**config.mk**
```make
export PLATFORM = sky130hd
export DESIGN_NAME = controle_horner
export DESIGN_NICKNAME = d
export VERILOG_FILES = /design/src/rtl/controle_pkg.sv /design/src/rtl/contador_coef.sv /design/src/rtl/controle_horner.sv
export SDC_FILE = /design/constraint.sdc
export NUM_CORES = 1
export LEC_CHECK = 0
export ABC_AREA = 1
export ABC_CLOCK_PERIOD_IN_PS = 1500
export CELL_PAD_IN_SITES_DETAIL_PLACEMENT = 0
export CELL_PAD_IN_SITES_GLOBAL_PLACEMENT = 2
export CORE_MARGIN = 4
export CORE_UTILIZATION = 18
export CTS_CLUSTER_DIAMETER = 200
export CTS_CLUSTER_SIZE = 16
export DETAILED_ROUTE_END_ITERATION = 16
export PLACE_DENSITY = 0.74
export SYNTH_ARGS = -nofsm -noshare
export SYNTH_HDL_FRONTEND = slang
export SYNTH_HIERARCHICAL = 1
export SYNTH_SLANG_ARGS = --single-unit
```
**constraint.sdc**
```tcl
create_clock -name ck -period 1.5 [get_ports ck]
set_input_delay 0.225 -clock ck [delete_from_list [all_inputs] [get_ports ck]]
set_output_delay 0.225 -clock ck [all_outputs]
set_load 0.01 [all_outputs]
```
**src/rtl/controle_pkg.sv**
```systemverilog
// Shared encodings for the Horner evaluation controller: FSM states and the
// operand/routing select codes seen by the datapath.
package controle_pkg;

   typedef enum logic [2:0] {
      IDLE  = 3'd0,
      CARGA = 3'd1,
      MUL   = 3'd2,
      SOMA  = 3'd3,
      SALVA = 3'd4,
      FIM   = 3'd5
   } estado_t;

   // ALU operand A
   localparam logic [1:0] SEL_A_ZERO = 2'b00;
   localparam logic [1:0] SEL_A_COEF = 2'b01;
   localparam logic [1:0] SEL_A_X    = 2'b10;
   localparam logic [1:0] SEL_A_H    = 2'b11;

   // ALU operand B
   localparam logic [1:0] SEL_B_ZERO = 2'b00;
   localparam logic [1:0] SEL_B_COEF = 2'b01;
   localparam logic [1:0] SEL_B_H    = 2'b11;

   // h register input routing
   localparam logic [1:0] SEL_H_HOLD = 2'b00;
   localparam logic [1:0] SEL_H_ALU  = 2'b11;

   localparam logic OP_SOMA = 1'b0;
   localparam logic OP_MUL  = 1'b1;

endpackage

```
**src/rtl/contador_coef.sv**
```systemverilog
// Coefficient index register: parallel load, saturating decrement, zero flag.
module contador_coef #(
   parameter int W_IDX = 2,
   parameter int INIT  = 3
) (
   input  logic             ck,
   input  logic             rst,
   input  logic             load,
   input  logic [W_IDX-1:0] valor,
   input  logic             dec,
   output logic [W_IDX-1:0] idx,
   output logic             zero
);

   localparam logic [W_IDX-1:0] VAL_INIT = W_IDX'(INIT);
   localparam logic [W_IDX-1:0] UM       = W_IDX'(1);

   always_ff @(posedge ck) begin
      if (rst)
         idx <= VAL_INIT;
      else if (load)
         idx <= valor;
      else if (dec && (idx != '0))
         idx <= idx - UM;
   end

   assign zero = (idx == '0);

endmodule

```
**src/rtl/controle_horner.sv**
```systemverilog
// Control FSM for Horner polynomial evaluation: h=a_GRAU, then h=h*x+a_i
// down to i=0, finally s=h. Moore outputs except lh, which follows pronto.
module controle_horner
   import controle_pkg::*;
#(
   parameter int GRAU  = 3,
   parameter int W_IDX = (GRAU < 1) ? 1 : $clog2(GRAU + 1)
) (
   input  logic             ck,
   input  logic             rst,
   input  logic             inicio,
   input  logic             pronto,
   output logic             lx,
   output logic [1:0]       m0,
   output logic [1:0]       m1,
   output logic [1:0]       m2,
   output logic             h,
   output logic             lh,
   output logic             ls,
   output logic [W_IDX-1:0] idx,
   output logic             busy,
   output logic             done
);

   localparam logic [W_IDX-1:0] IDX_GRAU = W_IDX'(GRAU);
   localparam logic [W_IDX-1:0] IDX_PRIM = (GRAU > 0) ? W_IDX'(GRAU - 1) : '0;

   estado_t          estado_q, estado_d;
   logic             cnt_load, cnt_dec, cnt_zero;
   logic [W_IDX-1:0] cnt_val;

   contador_coef #(
      .W_IDX (W_IDX),
      .INIT  (GRAU)
   ) u_contador (
      .ck    (ck),
      .rst   (rst),
      .load  (cnt_load),
      .valor (cnt_val),
      .dec   (cnt_dec),
      .idx   (idx),
      .zero  (cnt_zero)
   );

   always_ff @(posedge ck) begin
      if (rst)
         estado_q <= IDLE;
      else
         estado_q <= estado_d;
   end

   // Next state and index control; the index is re-armed to GRAU on the way
   // back to IDLE so it already reads GRAU during the idle cycles.
   always_comb begin
      estado_d = estado_q;
      cnt_load = 1'b0;
      cnt_val  = IDX_GRAU;
      cnt_dec  = 1'b0;
      case (estado_q)
         IDLE: begin
            if (inicio)
               estado_d = CARGA;
         end
         CARGA: begin
            if (GRAU == 0) begin
               estado_d = SALVA;
            end else begin
               estado_d = MUL;
               cnt_load = 1'b1;
               cnt_val  = IDX_PRIM;
            end
         end
         MUL: begin
            if (pronto)
               estado_d = SOMA;
         end
         SOMA: begin
            if (pronto) begin
               if (cnt_zero) begin
                  estado_d = SALVA;
               end else begin
                  estado_d = MUL;
                  cnt_dec  = 1'b1;
               end
            end
         end
         SALVA: estado_d = FIM;
         FIM: begin
            estado_d = IDLE;
            cnt_load = 1'b1;
         end
         default: begin
            estado_d = IDLE;
            cnt_load = 1'b1;
         end
      endcase
   end

   always_comb begin
      lx   = 1'b0;
      m0   = SEL_A_ZERO;
      m1   = SEL_B_ZERO;
      m2   = SEL_H_HOLD;
      h    = OP_SOMA;
      lh   = 1'b0;
      ls   = 1'b0;
      busy = 1'b1;
      done = 1'b0;
      case (estado_q)
         IDLE: busy = 1'b0;
         CARGA: begin
            lx = 1'b1;
            lh = 1'b1;
            m0 = SEL_A_COEF;
            m1 = SEL_B_ZERO;
            m2 = SEL_H_ALU;
         end
         MUL: begin
            h  = OP_MUL;
            m0 = SEL_A_X;
            m1 = SEL_B_H;
            m2 = SEL_H_ALU;
            lh = pronto;
         end
         SOMA: begin
            m0 = SEL_A_H;
            m1 = SEL_B_COEF;
            m2 = SEL_H_ALU;
            lh = pronto;
         end
         SALVA: begin
            ls = 1'b1;
            m0 = SEL_A_H;
            m1 = SEL_B_ZERO;
         end
         FIM: done = 1'b1;
         default: busy = 1'b0;
      endcase
   end

endmodule

```
# [Word-level counts from Yosys, hierarchy flattened]
# Index checks and enable logic that the tools add are counted.
[word_totals] register_bits=5 word_cells=42 inputBits=4
[op_classes] mux=20 n_addsub=1 n_eq_ne=9 n_reduce_logical=10
[op_table] operator="one-hot mux 3 bit (5 select lines)" n=1
[op_table] operator="2-to-1 mux 3 bit" n=4
[op_table] operator="2-to-1 mux 1 bit" n=9
[op_table] operator="== test 3 x 2 -> 1 bit (second input constant)" n=2
[op_table] operator="== test 3 bit (second input constant)" n=2
[op_table] operator="2-to-1 mux 2 bit" n=3
[op_table] operator="inequality test 2 bit (second input constant)" n=3
[op_table] operator="one-hot mux 2 bit (3 select lines)" n=1
[op_table] operator="OR reduction 5 bit" n=1
[op_table] operator="one-hot mux 2 bit (2 select lines)" n=1
[op_table] operator="OR reduction 2 bit" n=2
[op_table] operator="OR reduction 4 bit" n=1
[op_table] operator="== test 3 x 1 -> 1 bit (second input constant)" n=1
[op_table] operator="zero test 3 bit" n=1
[op_table] operator="AND reduction 3 bit" n=1
[op_table] operator="OR reduction 3 bit" n=1
[op_table] operator="zero test 2 bit" n=1
[op_table] operator="inequality test 2 x 1 -> 1 bit (second input constant)" n=1
[op_table] operator="one-hot mux 1 bit (2 select lines)" n=1
[op_table] operator="nonzero test 2 bit" n=1
[op_table] operator="subtractor 2 x 1 -> 2 bit (second input constant)" n=1
[op_table] operator="logical AND 1 bit" n=1

# [Logic depth before layout (Yosys ltp)]
# Gate-level depths: netlist of the first run.
[logic_depth] word_depth=7 ltp_mapped=7 mapped_depth_nobuf=7

# [Cells and area by module]
# The synthesis of the first run kept the hierarchy.
[by_module_without_submodules] mod="controle_horner" area_per_inst_um2=277.8 cells_each=50 seq_area_each_um2=60.1 n_inst=1
[by_module_without_submodules] mod="contador_coef" area_per_inst_um2=117.6 cells_each=18 seq_area_each_um2=40.0 n_inst=1

# [Worst setup path before layout of the first run]
# OpenSTA, ideal clock, no wires.
[synth_path] kind="reg-to-reg" start="reg u_contador.idx[0]" end="reg u_contador.idx[0]" period_less_slack_ns=1.272 setup_ns=0.121 required_time_ns=1.379 stages_incl_launch_ff=7 path_slack_ns=0.228 arrival_time_ns=1.151 path_cell_list="dfxtp_1 -> inv_1 -> ha_1 -> nor3_1 -> nand2_1 -> nand3_1 -> nand3_1"
[synth_via] elab_chain_len=6 elab_cells_between_ends=10 cone_classes="add/sub: 1; eq/ne: 1; mux: 5; reduce/logical: 3"
[synth_rtl] item="start, declared" line_no="contador_coef.sv:11" text="output logic [W_IDX-1:0] idx,"
[synth_rtl] item="start signal, assigned" line_no="contador_coef.sv:22" text="idx <= valor;"
[synth_rtl] item="start signal, assigned" line_no="contador_coef.sv:24" text="idx <= idx - UM;"
[synth_rtl] item="zero test 2 bit" line_no="contador_coef.sv:27" text="assign zero = (idx == '0);"
[synth_rtl] item="via cnt_zero" line_no="controle_horner.sv:29" text="logic cnt_load, cnt_dec, cnt_zero;"
[synth_rtl] item="2-to-1 mux 1 bit" line_no="controle_horner.sv:79" text="if (cnt_zero) begin"
[synth_rtl] item="2-to-1 mux 1 bit" line_no="controle_horner.sv:78" text="if (pronto) begin"
[synth_rtl] item="2-to-1 mux 1 bit" line_no="controle_horner.sv:59" text="case (estado_q)"
[synth_rtl] item="via cnt_dec" line_no="controle_horner.sv:29"
[synth_rtl] item="logical AND 1 bit" line_no="contador_coef.sv:23" text="else if (dec && (idx != '0))"
[synth_rtl] item="inequality test 2 x 1 -> 1 bit (no source line)"
# The timed path passes the listed nets, and every way through them passes these cells. The select of a mux whose other input is x is not followed.
# A chain may end at the register's enable or synchronous reset.

# [Worst setup path after layout of the first run]
[layout_path] start="reg estado_q[1]" end="out lh"
[layout_via] elab_chain_len=3 elab_cells_between_ends=5 cone_classes="eq/ne: 3; mux: 1; reduce/logical: 1"
[layout_rtl] item="start, declared" line_no="controle_horner.sv:28" text="estado_t estado_q, estado_d;"
[layout_rtl] item="start signal, assigned" line_no="controle_horner.sv:49" text="estado_q <= estado_d;"
[layout_rtl] item="== test 3 x 2 -> 1 bit" line_no="controle_horner.sv:109" text="case (estado_q)"
[layout_rtl] item="OR reduction 2 bit (no source line)"
[layout_rtl] item="one-hot mux 1 bit (2 select lines) (*)" line_no="controle_horner.sv:109"
[layout_rtl] item="end, declared" line_no="controle_horner.sv:18" text="output logic lh,"
# Every way passes the cells marked *; elsewhere a longest branch is shown, timed or not.

==> results of run 1 <==
-- area by class of cell --
cell class                      instances  area (um2)
Inverter                               16       60.06
Timing Repair Buffer                   28       234.0
Multi-Input combinational cell         45       226.5
Tap cell                               27       33.78
Clock buffer                            4       26.28
Fill cell                             224        1335
Sequential cell                         5       106.4
-- cells in the mapped netlist, types with 2 or more instances --
cell type  number
a21oi_1         5
dfxtp_1         5
inv_1          14
inv_2           2
nand2_1        13
nand3_1         8
nor2_1         10
nor2_4          2
nor3_1          2
-- worst register-to-register path: stages (launching register included) --
cell,delay (ns)
dfxtp_1,0.36
inv_1,0.06
ha_1,0.24
nor3_2,0.23
nand3_1,0.10
nand3_1,0.10
nand2_1,0.05
-- worst max-delay path by stage --
stage                 startpoint                end  slack [ns]  cells past startpoint
2_1_floorplan  u_contador/idx[0]  u_contador/idx[0]        0.23                      6
3_5_place_dp              pronto                 lh       -0.19                      6
5_1_grt              estado_q[1]               done       0.007                      5
3_3_place_gp              pronto                 lh       -0.18                      6
6_report             estado_q[1]                 lh        0.09                      6
4_1_cts              estado_q[1]                 lh        0.03                      6
-- report_power, final --
part	internal [mW]	total (mW)	switching, mW
Combinational	0.232	0.478	0.246
Clock	0.101	0.155	0.0545
Sequential	0.167	0.198	0.0311
Total	0.499	0.831	0.331
-- kinds of logic after synthesis --
family | after synthesis | share of synthesized area [%]
simple gates | 36 | 41.78
compound gates | 7 | 8.857
fa+ha+maj | 1 | 3.164
other cells | 1 | 0.9485
buf+inv | 18 | 19.94
flops | 5 | 25.32
-- flip-flops by register name, indices dropped and copies added (netlist names) --
signal / cells
u_contador/idx: 2
estado_q: 3
-- per-layer routing --
layer | share of wire (%) | wire length [um]
met1 | 49 | 531
met2 | 44 | 470
met3 | 6.7 | 72
met4 | 0 | 0
met5 | 0 | 0
-- timing repair --
item / CTS / global route
gates resized for setup: 15 / 11
pin swaps: 0 / 2
setup endpoints to repair: 12 / 9
-- metrics by stage --
step           setup WS, ns  cell area (um2)  std cells
2_1_floorplan        0.2284            395.4         68
3_3_place_gp        -0.1797            663.1        121
3_5_place_dp        -0.1940            663.1        121
4_1_cts             0.02624            679.4        125
5_1_grt            0.007020            686.9        125
6_report            0.08873            686.9        125
==> reports/metrics.csv, run 1 <==
stage,metric,value,unit
drt,via_per_inst,3.864,
clocking,clk_pin_slew,0.04,ns
worst_setup_path,cp_max_fo,4,
worst_setup_path,path_cells,buf_4 -> nor2_4 -> nor2_4 -> nand2_2 -> inv_1 -> clkdlybuf4s15_1,
logic_synthesis,ys_warn_count,6,
drt,drt-wirelength-per-cell,8.592,um
worst_setup_path,r2r-start,u_contador/idx[0],
flow_run,cap_violations,0,
finish,layout_common_cells,"14 x inv_1, 13 x nand2_1, 11 x buf_4, 8 x nand3_1, 8 x nor2_1",
clocking,cts_tree,built,
worst_setup_path,r2r-end,u_contador/idx[1],
clocking,postCtsSetupBuffers,0,
logic_synthesis,syn_inst,68,
worst_setup_path,critPathLaunchType,flop,
die,io_pins,18,
logic_synthesis,synth_top_area_cell,dfxtp_1,
global_route,use_met1,10.84,%
timing,finalHoldViolations,0,
outcome,outcome,completed,
clocking,cts_buffers,3,
clocking,postCtsHoldBufs,0,
logic_synthesis,ys_seq_area_share,25.32,%
die,die_area,3010,um2
global_route,busiest_layer,met2,
timing,rsz0062_at_grt,no,
drt,drt_iter0_markers,8,
drt,ant_nets,0,
drt,drt_wl_total,1074,um
global_route,grt_pass1_vias,419,
worst_hold_path,hold_class,flop to flop,
logic_synthesis,async_flop_share,0,%
timing,fin_setup_tns,0,ns
logic_synthesis,ys_types,16,
timing,finalCriticalPeriod,1.411,ns
power,leakagePower,0.3772,nW
worst_setup_path,crit_arrival,1.19,ns
clocking,clockBufferDepth,2,
logic_synthesis,syn_nets,73,
logic_synthesis,synth_ff_type,dfxtp_1,
global_route,grt_use_met2,11.81,%
die,coreArea,2022,um2
logic_synthesis,avgSynthCellArea,5.814,um2
timing,fin_hold_ws,0.5259,ns
global_route,grtUsageMet3,1.635,%
worst_setup_path,r2r_cells,6,
logic_synthesis,synthesis.area,395.4,um2
die,num_rows,16,
global_route,track_usage,8.137,%
worst_setup_path,path_class,flop to output pin,
worst_setup_path,worst-path-buf-inv,3,
place,io_buffers,17,
logic_synthesis,synth_edf_count,0,
die,die_w,54.87,um
finish,final_nets,104,
clocking,clock-sinks,5,
finish,diodes,0,
worst_setup_path,cpMostUsedCell,nor2_4,
die,die_h,54.87,um
place,gp_congestion,0.7421,
global_route,antenna_found_initial,0,
drt,num_vias,483,
logic_synthesis,netlist.area_leader.share,25.32,%
timing,maxSlewViolCount,0,
worst_hold_path,min_delay_path_depth,2,
power,p_per_area,1210,nW/um2
timing,fmax,708.6,MHz
worst_setup_path,r2r_slack,0.25,ns
finish,areaGrowthSynthToFinish,73.73,%
worst_hold_path,hold_end,u_contador/idx[0],
finish,final_common_cell,inv_1,
clocking,clk-insertion-delay-late,0.24,ns
power,max-vdd-ir-drop,0.0005176,V
timing,setup_viol,0,
place,hpwl,919,um
logic_synthesis,ys_ff_latch,5,
clocking,htree_levels,1,
worst_hold_path,hp-start,u_contador/idx[0],
worst_setup_path,worst_setup_path_end_kind,output pin,
finish,fin_util,33.97,%
power,power,0.8308,mW
global_route,grt_pass1_wl,1752,um
worst_setup_path,crit_required,1.27,ns
clocking,cts_root_buffer,clkbuf_4,
logic_synthesis,yosys-top-cells-area,"dfxtp_1 25%, inv_1 13%, nand2_1 12%, nand3_1 10%, nor2_1 9.5%",
timing,post-route-period-util,94.08,%
drt,first_pass_iters,4,
finish,drive_gt1_share,27.55,%
worst_setup_path,critical_path.top_delay_family,buffers and inverters,
worst_setup_path,cp_slowest_cell,dfxtp_2,
global_route,grt-ovfl-total,0,
global_route,grt_start_max_net_pins,8,
worst_setup_path,cpPeakStageDelay,0.32,ns
drt,drc,0,
die,initial_utilization,19.55,%
timing,finalClockSkew,0.0005844,ns
No activity file was read; power rests on OpenSTA's default activity.
==> inputs of run 2 (changes only) <==
Settings changed: TNS_END_PERCENT set to 20.
==> reports/metrics.csv, run 2 (synthesized netlist as in run 1, its figures left out) <==
stage,metric,value,unit,change
finish,multi_input_area,226.5,um2,unchanged
drt,num_vias,483,,unchanged
place,numPlacedInstances,121,,unchanged
place,io_buffers,17,,unchanged
power,p_per_area,1207,nW/um2,-0.24%
die,io_pins,18,,unchanged
finish,largest_register_ffs,3,,unchanged
worst_setup_path,worst_setup_path_end_kind,output pin,,
worst_setup_path,r2r-end,u_contador/idx[1],,
finish,fill_cells,226,,+0.89%
worst_setup_path,r2r-start,u_contador/idx[0],,
worst_setup_path,path_class,flop to output pin,,
worst_setup_path,cp_slowest_cell,dfxtp_2,,
worst_setup_path,crit_required,1.27,ns,about the same
timing,post-route-period-util,96.07,%,+2.0 points
flow_run,cap_violations,0,,unchanged
timing,finalCriticalPeriod,1.441,ns,+0.02977 ns
die,num_rows,16,,unchanged
place,hpwl,919,um,unchanged
finish,regMostFlops,estado_q,,
worst_setup_path,cp_max_fo,4,,unchanged
die,initial_utilization,19.55,%,unchanged
finish,fin_util,33.85,%,-0.12 points
worst_hold_path,hold_class,flop to flop,,
timing,finalClockSkew,0.0005844,ns,unchanged
drt,ant_nets,0,,unchanged
worst_setup_path,cpMostUsedCell,nor2_4,,
worst_setup_path,endpoint,lh,,
global_route,grt_pass1_wl,1752,um,unchanged
finish,register_area,106.4,um2,unchanged
clocking,htree_levels,1,,unchanged
drt,drt-wirelength-per-cell,8.568,um,-0.28%
outcome,outcome,completed,,
global_route,grt_start_max_net_pins,8,,unchanged
drt,first_pass_iters,4,,unchanged
finish,diodes,0,,unchanged
global_route,grt-ovfl-total,0,,unchanged
clocking,cts_root_buffer,clkbuf_4,,
global_route,track_usage,8.137,%,unchanged
worst_setup_path,crit_arrival,1.22,ns,+0.03 ns
finish,areaGrowthSynthToFinish,73.10,%,
finish,layout_common_cells,"14 x inv_1, 13 x nand2_1, 11 x buf_4, 9 x dlygate4sd2_1",,
clocking,cts_buffers,3,,unchanged
drt,drt_wl_total,1071,um,-0.28%
drt,via_per_inst,3.864,,unchanged
die,die_area,3010,um2,unchanged
clocking,clockBufferDepth,2,,unchanged
finish,final_common_cell,inv_1,,
clocking,clk_pin_slew,0.04,ns,about the same
finish,instances_no_fill,125,,unchanged
place,pre_cts_slack,-0.1940,ns,unchanged
worst_setup_path,critPathLaunchType,flop,,
clocking,cts_tree,built,,
timing,fmax,693.9,MHz,-2.1%
worst_setup_path,r2r_cells,6,,unchanged
global_route,grt_pass1_vias,419,,unchanged
drt,drc,0,,unchanged
finish,final_nets,104,,unchanged
timing,fin_setup_tns,0,ns,unchanged
place,gp_congestion,0.7421,,unchanged
worst_setup_path,cpPeakStageDelay,0.32,ns,about the same
clocking,clock-sinks,5,,unchanged
finish,final_design_area_no_fill,684.4,um2,-0.36%
worst_setup_path,r2r_slack,0.25,ns,about the same
timing,setup_slack,0.05896,ns,-0.02977 ns
worst_setup_path,startpoint,estado_q[1],,
timing,finalHoldViolations,0,,unchanged
global_route,antenna_found_initial,0,,unchanged
power,leakagePower,0.3797,nW,+0.68%
timing,rsz0062_at_grt,yes,,
clocking,clk-insertion-delay-late,0.24,ns,about the same
die,die_w,54.87,um,unchanged
finish,reg.largest.list,"estado_q: 3 flops, u_contador/idx: 2 flops",,
worst_setup_path,path_cells,buf_4 -> nor2_4 -> nor2_4 -> nand2_2 -> inv_1 -> dlygate4sd2_1,,
place,placed_area,663.1,um2,unchanged
power,max-vdd-ir-drop,0.0005176,V,about the same
timing,setup_viol,0,,unchanged
die,die_h,54.87,um,unchanged
die,coreArea,2022,um2,unchanged
drt,drt_iter0_markers,8,,unchanged
finish,drive_gt1_share,27.55,%,unchanged
timing,maxSlewViolCount,0,,unchanged
-- run 2: worst min-delay path by stage --
| stage | endpoint | cells after the start | startpoint | slack [ns] |
|---|---|---|---|---|
| 4_1_cts | u_contador/idx[0] | 2 | u_contador/idx[0] | 0.53 |
| 6_report | u_contador/idx[0] | 2 | u_contador/idx[0] | 0.53 |
| 3_5_place_dp | u_contador/idx[0] | 2 | u_contador/idx[0] | 0.53 |
| 5_1_grt | u_contador/idx[0] | 2 | u_contador/idx[0] | 0.56 |
| 3_3_place_gp | u_contador/idx[0] | 2 | u_contador/idx[0] | 0.52 |
| 2_1_floorplan | estado_q[0] | 1 | rst | 0.29 |
-- run 2: through the flow --
| stage | hold WS (ns) | power (mW) |
|---|---|---|
| 6_report | 0.5259 | 0.8258 |
| 3_5_place_dp | 0.5257 | 0.7316 |
| 5_1_grt | 0.5585 | 0.9007 |
| 2_1_floorplan | 0.2941 | 0.4697 |
| 4_1_cts | 0.5317 | 0.8416 |
| 3_3_place_gp | 0.5208 | 0.7342 |
-- run 2: power by group --
group / internal (mW) / total (mW) / switching, mW
Combinational: 0.228 / 0.473 / 0.245
Clock: 0.101 / 0.155 / 0.0545
Sequential: 0.167 / 0.198 / 0.0309
Total: 0.495 / 0.826 / 0.330
-- run 2: worst max-delay path, delay by kind of cell, from the launching register on --
family                 cells  cell delay, ns
buffers and inverters      3            0.43
DFF                        1            0.32
and+or+nand+nor            3            0.22
-- run 2: layer usage --
metal / up-vias / global-route usage (%) / part of all wire [%]
li1: 267 / - / -
met1: 205 / 10.84 / 49
met2: 11 / 11.81 / 44
met3: 0 / 1.635 / 6.8
met4: 0 / 4.979 / 0
met5: - / 0 / 0
-- run 2: timing repair --
item                                    in CTS  in global routing
endpoints found under the setup margin      12                  9
buffers inserted                             0                  0
hold buffers                                 0                  0
pin swaps                                    0                  1
resized for setup                           15                  9
-- run 2: cell type report --
class	instances	share of cell area [%]
Tap cell	27	4.936
Clock buffer	4	3.839
Timing Repair Buffer	28	33.82
Sequential cell	5	15.54
Multi-Input combinational cell	45	33.09
Inverter	16	8.775
